<file path="config.mk">
export PLATFORM = sky130hd
export DESIGN_NAME = ps2_keyboard_rx_flat
export DESIGN_NICKNAME = d
export VERILOG_FILES = /design/src/rtl/ps2_keyboard_rx_if.sv /design/src/rtl/ps2_keyboard_rx.sv /design/src/flat_wrapper.sv
export SDC_FILE = /design/constraint.sdc
export NUM_CORES = 1
export LEC_CHECK = 0
export ABC_AREA = 1
export CORE_MARGIN = 2
export CORE_UTILIZATION = 67
export CTS_BUF_LIST = sky130_fd_sc_hd__clkbuf_4 sky130_fd_sc_hd__clkbuf_8 sky130_fd_sc_hd__clkbuf_16
export CTS_CLUSTER_DIAMETER = 150
export DETAILED_ROUTE_END_ITERATION = 7
export DONT_BUFFER_PORTS = 1
export GPL_TIMING_DRIVEN = 0
export PLACE_DENSITY = 0.83
export SETUP_SLACK_MARGIN = 0.05
export SLEW_MARGIN = 30
export SYNTH_ARGS = -nofsm -noshare
export SYNTH_HDL_FRONTEND = slang
export SYNTH_SLANG_ARGS = --single-unit
</file>
<file path="constraint.sdc">
create_clock -name clk_i -period 3.9 [get_ports clk_i]
set_input_delay 0.39 -clock clk_i [delete_from_list [all_inputs] [get_ports clk_i]]
set_output_delay 0.39 -clock clk_i [all_outputs]
set_load 0.05 [all_outputs]
</file>
<file path="src/rtl/ps2_keyboard_rx_if.sv">
// ps2_keyboard_rx_if: key-event bundle between the PS/2 receiver and its consumer.
//   key_o[7:0]  scan code with the E0/F0 prefixes removed
//   ext_o       an E0 prefix preceded the code
//   release_o   an F0 prefix preceded the code (key break)
//   valid_o     an event is held on key_o/ext_o/release_o
//   ready_i     consumer accepts the held event
//   err_o       one-cycle pulse on a frame error or timeout
//   overflow_o  one-cycle pulse when a completed event is dropped
// master = receiver side, slave = consumer side.
interface ps2_keyboard_rx_if;
  logic [7:0] key_o;
  logic       ext_o;
  logic       release_o;
  logic       valid_o;
  logic       ready_i;
  logic       err_o;
  logic       overflow_o;

  modport master (
    output key_o, ext_o, release_o, valid_o, err_o, overflow_o,
    input  ready_i
  );

  modport slave (
    input  key_o, ext_o, release_o, valid_o, err_o, overflow_o,
    output ready_i
  );
endinterface

</file>
<file path="src/rtl/ps2_keyboard_rx.sv">
// ps2_keyboard_rx: PS/2 keyboard receiver. Synchronizes and deglitches the
// PS/2 clock, decodes 11-bit frames (start, 8 data LSB first, odd parity,
// stop), recovers from stalled frames, folds E0/F0 prefixes into flags and
// presents each key event through a single-entry valid/ready buffer.
//   clk_i       system clock
//   arstn_i     synchronous active-low reset
//   ps2_clk_i   raw PS/2 clock (asynchronous)
//   ps2_data_i  raw PS/2 data (asynchronous)
//   evt         key-event bundle (master side)
//
// state     | meaning
// ----------+---------------------------------------------
// ST_IDLE   | waiting for a start bit
// ST_DATA   | shifting in the 8 data bits
// ST_PARITY | next edge samples the parity bit
// ST_STOP   | next edge samples the stop bit
module ps2_keyboard_rx #(
  parameter int unsigned SYNC_STAGES    = 3,
  parameter int unsigned FILTER_LEN     = 8,
  parameter int unsigned TIMEOUT_CYCLES = 100000
) (
  input  logic              clk_i,
  input  logic              arstn_i,
  input  logic              ps2_clk_i,
  input  logic              ps2_data_i,
  ps2_keyboard_rx_if.master evt
);

  localparam int unsigned FLT_W = $clog2(FILTER_LEN + 1);
  localparam int unsigned TMO_W = $clog2(TIMEOUT_CYCLES + 1);

  localparam logic [1:0] ST_IDLE   = 2'd0;
  localparam logic [1:0] ST_DATA   = 2'd1;
  localparam logic [1:0] ST_PARITY = 2'd2;
  localparam logic [1:0] ST_STOP   = 2'd3;

  logic [SYNC_STAGES-1:0] clk_sync_q, data_sync_q;
  logic                   clk_s, data_s;

  logic             filt_q, filt_d;
  logic [FLT_W-1:0] flt_cnt_q, flt_cnt_d;
  logic             fall;

  logic [1:0]       state_q, state_d;
  logic [2:0]       bit_cnt_q, bit_cnt_d;
  logic [7:0]       shift_q, shift_d;
  logic             par_ok_q, par_ok_d;
  logic [TMO_W-1:0] tmo_q, tmo_d;
  logic             byte_done, frame_err;

  logic       ext_pend_q, ext_pend_d, rel_pend_q, rel_pend_d;
  logic [7:0] key_q, key_d;
  logic       ext_q, ext_d, rel_q, rel_d;
  logic       valid_q, valid_d, err_q, err_d, ovf_q, ovf_d;

  assign clk_s  = clk_sync_q[SYNC_STAGES-1];
  assign data_s = data_sync_q[SYNC_STAGES-1];

  // Filtered clock follows the synchronized level only after FILTER_LEN
  // consecutive disagreeing samples; the edge is the cycle it drops to 0.
  always_comb begin
    filt_d    = filt_q;
    flt_cnt_d = '0;
    if (clk_s != filt_q) begin
      if (flt_cnt_q == FLT_W'(FILTER_LEN - 1)) filt_d = clk_s;
      else flt_cnt_d = flt_cnt_q + 1'b1;
    end
  end

  assign fall = filt_q & ~filt_d;

  always_comb begin
    state_d   = state_q;
    bit_cnt_d = bit_cnt_q;
    shift_d   = shift_q;
    par_ok_d  = par_ok_q;
    tmo_d     = (state_q == ST_IDLE) ? '0 : tmo_q + 1'b1;
    byte_done = 1'b0;
    frame_err = 1'b0;
    if (fall) begin
      tmo_d = '0;
      case (state_q)
        ST_IDLE: begin
          if (!data_s) begin
            state_d   = ST_DATA;
            bit_cnt_d = 3'd0;
          end else begin
            frame_err = 1'b1;
          end
        end
        ST_DATA: begin
          shift_d = {data_s, shift_q[7:1]};
          if (bit_cnt_q == 3'd7) state_d = ST_PARITY;
          else bit_cnt_d = bit_cnt_q + 3'd1;
        end
        ST_PARITY: begin
          par_ok_d = ^{data_s, shift_q};
          state_d  = ST_STOP;
        end
        default: begin
          if (data_s && par_ok_q) byte_done = 1'b1;
          else frame_err = 1'b1;
          state_d = ST_IDLE;
        end
      endcase
    end else if (state_q != ST_IDLE && tmo_q == TMO_W'(TIMEOUT_CYCLES - 1)) begin
      // Count would reach TIMEOUT_CYCLES on this edge: abandon the frame.
      frame_err = 1'b1;
      state_d   = ST_IDLE;
      tmo_d     = '0;
    end
  end

  always_comb begin
    ext_pend_d = ext_pend_q;
    rel_pend_d = rel_pend_q;
    key_d      = key_q;
    ext_d      = ext_q;
    rel_d      = rel_q;
    valid_d    = valid_q;
    err_d      = frame_err;
    ovf_d      = 1'b0;
    if (valid_q && evt.ready_i) valid_d = 1'b0;
    if (frame_err) begin
      ext_pend_d = 1'b0;
      rel_pend_d = 1'b0;
    end else if (byte_done) begin
      if (shift_q == 8'hE0) begin
        ext_pend_d = 1'b1;
      end else if (shift_q == 8'hF0) begin
        rel_pend_d = 1'b1;
      end else begin
        ext_pend_d = 1'b0;
        rel_pend_d = 1'b0;
        // A same-cycle drain frees the entry for the new event.
        if (!valid_q || evt.ready_i) begin
          key_d   = shift_q;
          ext_d   = ext_pend_q;
          rel_d   = rel_pend_q;
          valid_d = 1'b1;
        end else begin
          ovf_d = 1'b1;
        end
      end
    end
  end

  always_ff @(posedge clk_i) begin
    if (!arstn_i) begin
      clk_sync_q  <= '1;
      data_sync_q <= '1;
      filt_q      <= 1'b1;
      flt_cnt_q   <= '0;
      state_q     <= ST_IDLE;
      bit_cnt_q   <= 3'd0;
      shift_q     <= 8'h00;
      par_ok_q    <= 1'b0;
      tmo_q       <= '0;
      ext_pend_q  <= 1'b0;
      rel_pend_q  <= 1'b0;
      key_q       <= 8'h00;
      ext_q       <= 1'b0;
      rel_q       <= 1'b0;
      valid_q     <= 1'b0;
      err_q       <= 1'b0;
      ovf_q       <= 1'b0;
    end else begin
      clk_sync_q  <= {clk_sync_q[SYNC_STAGES-2:0], ps2_clk_i};
      data_sync_q <= {data_sync_q[SYNC_STAGES-2:0], ps2_data_i};
      filt_q      <= filt_d;
      flt_cnt_q   <= flt_cnt_d;
      state_q     <= state_d;
      bit_cnt_q   <= bit_cnt_d;
      shift_q     <= shift_d;
      par_ok_q    <= par_ok_d;
      tmo_q       <= tmo_d;
      ext_pend_q  <= ext_pend_d;
      rel_pend_q  <= rel_pend_d;
      key_q       <= key_d;
      ext_q       <= ext_d;
      rel_q       <= rel_d;
      valid_q     <= valid_d;
      err_q       <= err_d;
      ovf_q       <= ovf_d;
    end
  end

  assign evt.key_o      = key_q;
  assign evt.ext_o      = ext_q;
  assign evt.release_o  = rel_q;
  assign evt.valid_o    = valid_q;
  assign evt.err_o      = err_q;
  assign evt.overflow_o = ovf_q;

endmodule

</file>
<file path="src/flat_wrapper.sv">
// flat-port wrapper written by rule: the top's interface ports become plain ports
module ps2_keyboard_rx_flat 
#(
  parameter int unsigned SYNC_STAGES    = 3,
  parameter int unsigned FILTER_LEN     = 8,
  parameter int unsigned TIMEOUT_CYCLES = 100000
)
  (clk_i, arstn_i, ps2_clk_i, ps2_data_i, evt_key_o, evt_ext_o, evt_release_o, evt_valid_o, evt_err_o, evt_overflow_o, evt_ready_i);
  ps2_keyboard_rx_if evt_i ();
  input  logic clk_i;
  input  logic arstn_i;
  input  logic ps2_clk_i;
  input  logic ps2_data_i;
  output wire logic [$bits(evt_i.key_o)-1:0] evt_key_o;
  output wire logic [$bits(evt_i.ext_o)-1:0] evt_ext_o;
  output wire logic [$bits(evt_i.release_o)-1:0] evt_release_o;
  output wire logic [$bits(evt_i.valid_o)-1:0] evt_valid_o;
  output wire logic [$bits(evt_i.err_o)-1:0] evt_err_o;
  output wire logic [$bits(evt_i.overflow_o)-1:0] evt_overflow_o;
  input wire logic [$bits(evt_i.ready_i)-1:0] evt_ready_i;
  assign evt_key_o = evt_i.key_o;
  assign evt_ext_o = evt_i.ext_o;
  assign evt_release_o = evt_i.release_o;
  assign evt_valid_o = evt_i.valid_o;
  assign evt_err_o = evt_i.err_o;
  assign evt_overflow_o = evt_i.overflow_o;
  assign evt_i.ready_i = evt_ready_i;
  ps2_keyboard_rx #(.SYNC_STAGES(SYNC_STAGES), .FILTER_LEN(FILTER_LEN), .TIMEOUT_CYCLES(TIMEOUT_CYCLES)) u_core (.clk_i(clk_i), .arstn_i(arstn_i), .ps2_clk_i(ps2_clk_i), .ps2_data_i(ps2_data_i), .evt(evt_i));
endmodule
</file>
; ---- Word-level counts from Yosys, hierarchy flattened
; Cells that the tools add are included.
[totals]
regBits = 57
inputBits = 5
out_inout_bits = 13
elab_cells = 92
[op_classes]
addsub = 3
n_eq_ne = 13
mux = 28
bitwise_logic = 8
n_reduce_logical = 23
[op_table]
columns = cell, count
row1 = $mux W1, 19
row2 = $add A17 B1 Y17 const B, 1
row3 = $eq A17 B17 Y1 const B, 1
row4 = $eq A8 B8 Y1 const B, 2
row5 = $reduce_xor A9 Y1, 1
row6 = $mux W2, 4
row7 = $reduce_and A2 Y1, 4
row8 = $not A1 Y1, 7
row9 = $mux W3, 2
row10 = $ne A3 B3 Y1 const B, 2
row11 = $pmux W2 S3, 1
row12 = $pmux W3 S2, 1
row13 = $reduce_bool A2 Y1, 3
row14 = $reduce_or A3 Y1, 2
row15 = $reduce_and A5 Y1, 1
row16 = $reduce_or A5 Y1, 1
row17 = $add A4 B1 Y4 const B, 1
row18 = $eq A4 B3 Y1 const B, 1
row19 = $ne A2 B2 Y1 const B, 2
row20 = $reduce_and A4 Y1, 1
row21 = $reduce_or A2 Y1, 2
row22 = $reduce_or A4 Y1, 1
row23 = $add A3 B1 Y3 const B, 1
row24 = $eq A3 B3 Y1 const B, 1
row25 = 11 further kinds, 13

; ---- Logic depth before layout (Yosys ltp)
[logic_depth]
ltp_word = 8
depth_mapped = 11
depth_no_buf = 11

; ---- Worst setup path after synthesis
; OpenSTA, ideal clock, no wires.
[synth_timing]
kind = reg2reg
from = register u_core.state_q[0]
to = register u_core.tmo_q[15]
setup_ps = 117
t_arrival_ps = 1365
required_time_ps = 3783
slack_ps = 2417
path_stages_with_launch = 10
path_buffers = 1
synth_period_minus_slack_ps = 1483
cell_sequence = dfxtp_1 > inv_1 > ha_1 > inv_1 > nand2_1 > nor2_1 > nand3_1 > nand4_2 > buf_2 > nor2_1
[synth_between]
elab_chain_cells = 3
word_cells_on_any_way = 4
cone_classes = 4 x reduce/logical
[synth_rtl]
columns = element, line
row1 = "start, declared", ps2_keyboard_rx.sv:44  ; logic [1:0] state_q, state_d;
row2 = "start signal, assigned", ps2_keyboard_rx.sv:172  ; state_q <= state_d;
row3 = $reduce_bool A2 Y1, ps2_keyboard_rx.sv:106  ; end else if (state_q != ST_IDLE && tmo_q == TMO_W'(TIMEOUT_CYCLES - 1)) begin
row4 = $logic_and A1 B1 Y1, ps2_keyboard_rx.sv:106
row5 = $reduce_or A4 Y1 (no line) (*), n/a
row6 = "end signal, assigned", ps2_keyboard_rx.sv:176  ; tmo_q <= tmo_d;
row7 = "end, declared", ps2_keyboard_rx.sv:48  ; logic [TMO_W-1:0] tmo_q, tmo_d;
; Mark *: on every way between the ends. The rest lies on a longest branch, timed or not.
; A chain may end at the register's enable or synchronous reset.

; ---- Final worst setup path
; Same ends and word-level chain as after synthesis.

==> results.py <==
metrics = {
    "status": {
        "outcome": "completed",
    },
    "worst_setup_path": {
        "required_worst_endpoint_ns": 4.11,
        "worst-r2r-cell-count": 9,
        "crit_fanout": 10,
        "max_stage_delay_ns": 0.38,
        "crit_end_element": "register",
        "timing.critical_path.from_type": "register",
        "crit_path_cell_trace": "inv_1, ha_1, inv_1, nand2_1, nor2_1, nand3_1, nand4_2, buf_2, nor2_1",
        "r2r-end": "u_core.tmo_q[15]",
        "cp_top_family": "simple AND/OR/NAND/NOR gates",
        "critical_path_arrival_ns": 1.96,
        "path_class": "register to register",
        "reg2reg_from": "u_core.state_q[0]",
        "ff2ff_setup_slack_ns": 2.15,
        "critical-path-slowest-cell": "sky130_fd_sc_hd__dfxtp_1",
        "cp.buffers_inverters": 3,
        "critPathLaunch": "u_core.state_q[0]",
    },
    "floorplan": {
        "die-width_microns": 67.5,
        "num_rows": 23,
        "die-area_sq_mm": 0.00456,
        "die-height_microns": 67.5,
        "floorplan.core_area_sq_mm": 0.00394,
        "boundaryPins": 18,
        "initial_cell_density_of_the_core": 0.685,
    },
    "synthesis": {
        "synth-warning-count": 0,
        "count_of_unique_library_cells_instantiated_by_yosys": 29,
        "synth_top_cell_by_area": "sky130_fd_sc_hd__dfxtp_1",
        "synth_cells": 365,
        "postSynth.topFlopCell": "sky130_fd_sc_hd__dfxtp_1",
        "synth_top_cell_area_share": 0.422,
        "synth_seq_cells": 57,
        "synth_top_cells_by_area": "sky130_fd_sc_hd__dfxtp_1 (42%), sky130_fd_sc_hd__inv_1 (9.2%), sky130_fd_sc_hd__nand2_1 (8.9%)",
        "synth_area_per_cell_sq_um": 7.40,
        "number_of_nets_in_the_synthesized_netlist": 383,
        "yosysSeqAreaShare": 0.422,
        "synth-edff-count": 0,
        "synth.cell_area_sq_mm": 0.00270,
        "postSynth.asyncResetShare": 0,
    },
    "global_routing": {
        "grt_pass1_vias": 1934,
        "grt_remaining_overflow": 0,
        "antenna_found_initial": 0,
        "grt_use_total": 0.259,
        "grt_pass1_wl_microns": 8600,
        "grt_start_max_net_pins": 11,
    },
    "cells_and_area": {
        "layout.cells.most_common": "sky130_fd_sc_hd__inv_1",
        "layout_cell_share_with_drive_strength_beyond_1": 0.102,
        "mostFrequentLayoutCells": "sky130_fd_sc_hd__inv_1 (66), sky130_fd_sc_hd__nand2_1 (64), sky130_fd_sc_hd__dfxtp_1 (57), sky130_fd_sc_hd__nor2_1 (51), sky130_fd_sc_hd__nand3_1 (23)",
        "antenna_diode_count": 0,
        "seqCellArea_sq_mm": 0.00114,
        "area_of_the_multi_input_gates_sq_mm": 0.00127,
        "layout-area-overhead-vs-synth_pct": 10.8,
        "design.final.nets": 394,
        "num-fill-cells": 292,
        "stdcell_count": 431,
    },
    "routing": {
        "post-route-drc-count": 0,
        "routed.top_layer": "met4",
        "antenna_violating_nets_post_route": 0,
        "drt_iter0_drc": 144,
        "met2WireLength_microns": 2340,
        "vias_per_cell": 5.11,
        "vias": 2202,
        "dr_wl_met3_microns": 294,
        "totalWireLength_microns": 5160,
        "avgRoutedWirePerCell_microns": 12.0,
        "met1_length_microns": 2500,
        "detailedRoute.firstPassIterationCount": 5,
    },
    "placed_design": {
        "placement.io_buffers": 0,
        "detail_placement_hpwl_microns": 3520,
        "final_weighted_congestion_of_routability_driven_global_placement": 0.813,
        "dp_cells": 415,
    },
    "timing": {
        "final_max_slew_viol_count": 0,
        "fmax_mhz": 572,
        "worst_slew_margin_rel": 0.644,
        "worst_hold_slack_ns": 0.163,
        "rsz0062_at_grt": "no",
        "finalSetupViolations": 0,
        "tightest_slew_ns": 0.533,
        "final_min_period_over_clock_period": 0.448,
        "totalNegativeSetupSlack_ns": 0,
        "worst_setup_skew_after_layout_ns": 0.00700,
        "finalHoldViolCount": 0,
        "timing.final.crit_period_ns": 1.75,
    },
    "clock_network": {
        "total_clock_sinks": 57,
        "clock_tree.htree_level_count": 3,
        "clk_pin_slew_worst_paths_ns": 0.06,
        "cts_inserted_buffers": 9,
        "cts.repair_timing.setup_buffer_count": 0,
        "tritoncts_clock_tree": "yes",
        "insertion_delay_ns": 0.33,
        "cts_max_path_buffers": 2,
        "cts_resized": 0,
        "clockRootBuffer": "sky130_fd_sc_hd__clkbuf_8",
        "hold_buffers": 0,
    },
    "min_path": {
        "worst_hold_startpoint": "ps2_data_i",
        "min_delay_worst_endpoint": "u_core.data_sync_q[0]",
        "hold_class": "input pin to register",
        "worstHoldPathCells": 1,
    },
    "power": {
        "static_power_due_to_leakage_nw": 1.25,
        "ir_drop_v": 0.000316,
        "powerDensity_mw_per_mm2": 409,
    },
    "run": {
        "cap_viol_max_count": 0,
    },
}
[cell families (layout without fill, tap and decap cells)]
kind of cell | count (synthesis) | in the layout | synth area share
AOI/OAI and AO/OA | 38 | 38 | 0.0732
and+or+nand+nor | 170 | 170 | 0.297
buffers and inverters | 75 | 91 | 0.109
adders and majority gates | 13 | 13 | 0.0602
xor gates and xnor gates | 12 | 12 | 0.0389
DFF | 57 | 57 | 0.422
[how the worst max path moves through the flow]
stage                     depth (start not counted)                to  slack [ns]
after detailed placement                          9  u_core.tmo_q[15]        2.17
after CTS                                         9  u_core.tmo_q[15]        2.15
after global placement                            9  u_core.tmo_q[15]        2.18
after global routing                              9  u_core.tmo_q[15]        2.00
final                                             9  u_core.tmo_q[15]        2.15
after floorplan                                   9  u_core.tmo_q[15]        2.42
[through the flow]
stage	setup slack, ns	instance area, sq um	power, mW	util
2_1_floorplan	2.42	2700	0.611	-
5_1_grt	2.00	2990	1.26	0.759
4_1_cts	2.15	2990	1.23	0.759
3_3_place_gp	2.18	2770	0.615	0.701
3_5_place_dp	2.17	2770	0.616	0.701
6_report	2.15	2990	1.22	0.759
[registers in the layout (all words and copies together) (netlist names)]
register,flops
u_core.shift_q,8
u_core.evt.ext_o,1
u_core.evt.release_o,1
u_core.ext_pend_q,1
u_core.par_ok_q,1
u_core.evt.valid_o,1
u_core.evt.overflow_o,1
u_core.filt_q,1
u_core.clk_sync_q,3
u_core.evt.key_o,8
u_core.rel_pend_q,1
u_core.evt.err_o,1
u_core.state_q,2
u_core.tmo_q,17
u_core.flt_cnt_q,4
u_core.data_sync_q,3
u_core.bit_cnt_q,3
[area by class of cell]
type / count / area share
Multi-Input combinational cell: 233 / 0.423
Sequential cell: 57 / 0.381
Inverter: 67 / 0.0840
Clock buffer: 11 / 0.0506
Clock inverter: 5 / 0.0259
Tap cell: 50 / 0.0209
Buffer: 8 / 0.0142
[report_power, final]
part | internal, mW | switching, mW | leakage, nW
logic | 0.00554 | 0.0111 | 0.678
clock network | 0.392 | 0.229 | 0.115
registers | 0.585 | 0.00130 | 0.460
[layer usage]
metal / track usage / vias up
li1: - / 1152
met1: 0.348 / 993
met2: 0.377 / 53
met3: 0.0717 / 4
met4: 0.138 / 0
met5: 0 / -
[worst reg2reg max path, cell delays in order (launching register included)]
cell and delay [ns]:
sky130_fd_sc_hd__dfxtp_1 0.38, sky130_fd_sc_hd__inv_1 0.08, sky130_fd_sc_hd__ha_1 0.24, sky130_fd_sc_hd__inv_1 0.12
sky130_fd_sc_hd__nand2_1 0.06, sky130_fd_sc_hd__nor2_1 0.10, sky130_fd_sc_hd__nand3_1 0.12, sky130_fd_sc_hd__nand4_2 0.19
sky130_fd_sc_hd__buf_2 0.28, sky130_fd_sc_hd__nor2_1 0.08
[synthesized netlist by cell type (5+ instances only)]
cell and n:
sky130_fd_sc_hd__nor3_1 6, sky130_fd_sc_hd__xor2_1 10, sky130_fd_sc_hd__dfxtp_1 57, sky130_fd_sc_hd__nand3_1 23
sky130_fd_sc_hd__nor2_1 51, sky130_fd_sc_hd__nand2_1 64, sky130_fd_sc_hd__nand4_1 6, sky130_fd_sc_hd__or2_2 9
sky130_fd_sc_hd__o21ai_0 17, sky130_fd_sc_hd__a21oi_1 18, sky130_fd_sc_hd__ha_1 13, sky130_fd_sc_hd__inv_1 66
sky130_fd_sc_hd__clkbuf_1 5
No activity file was read; power rests on OpenSTA's default activity.
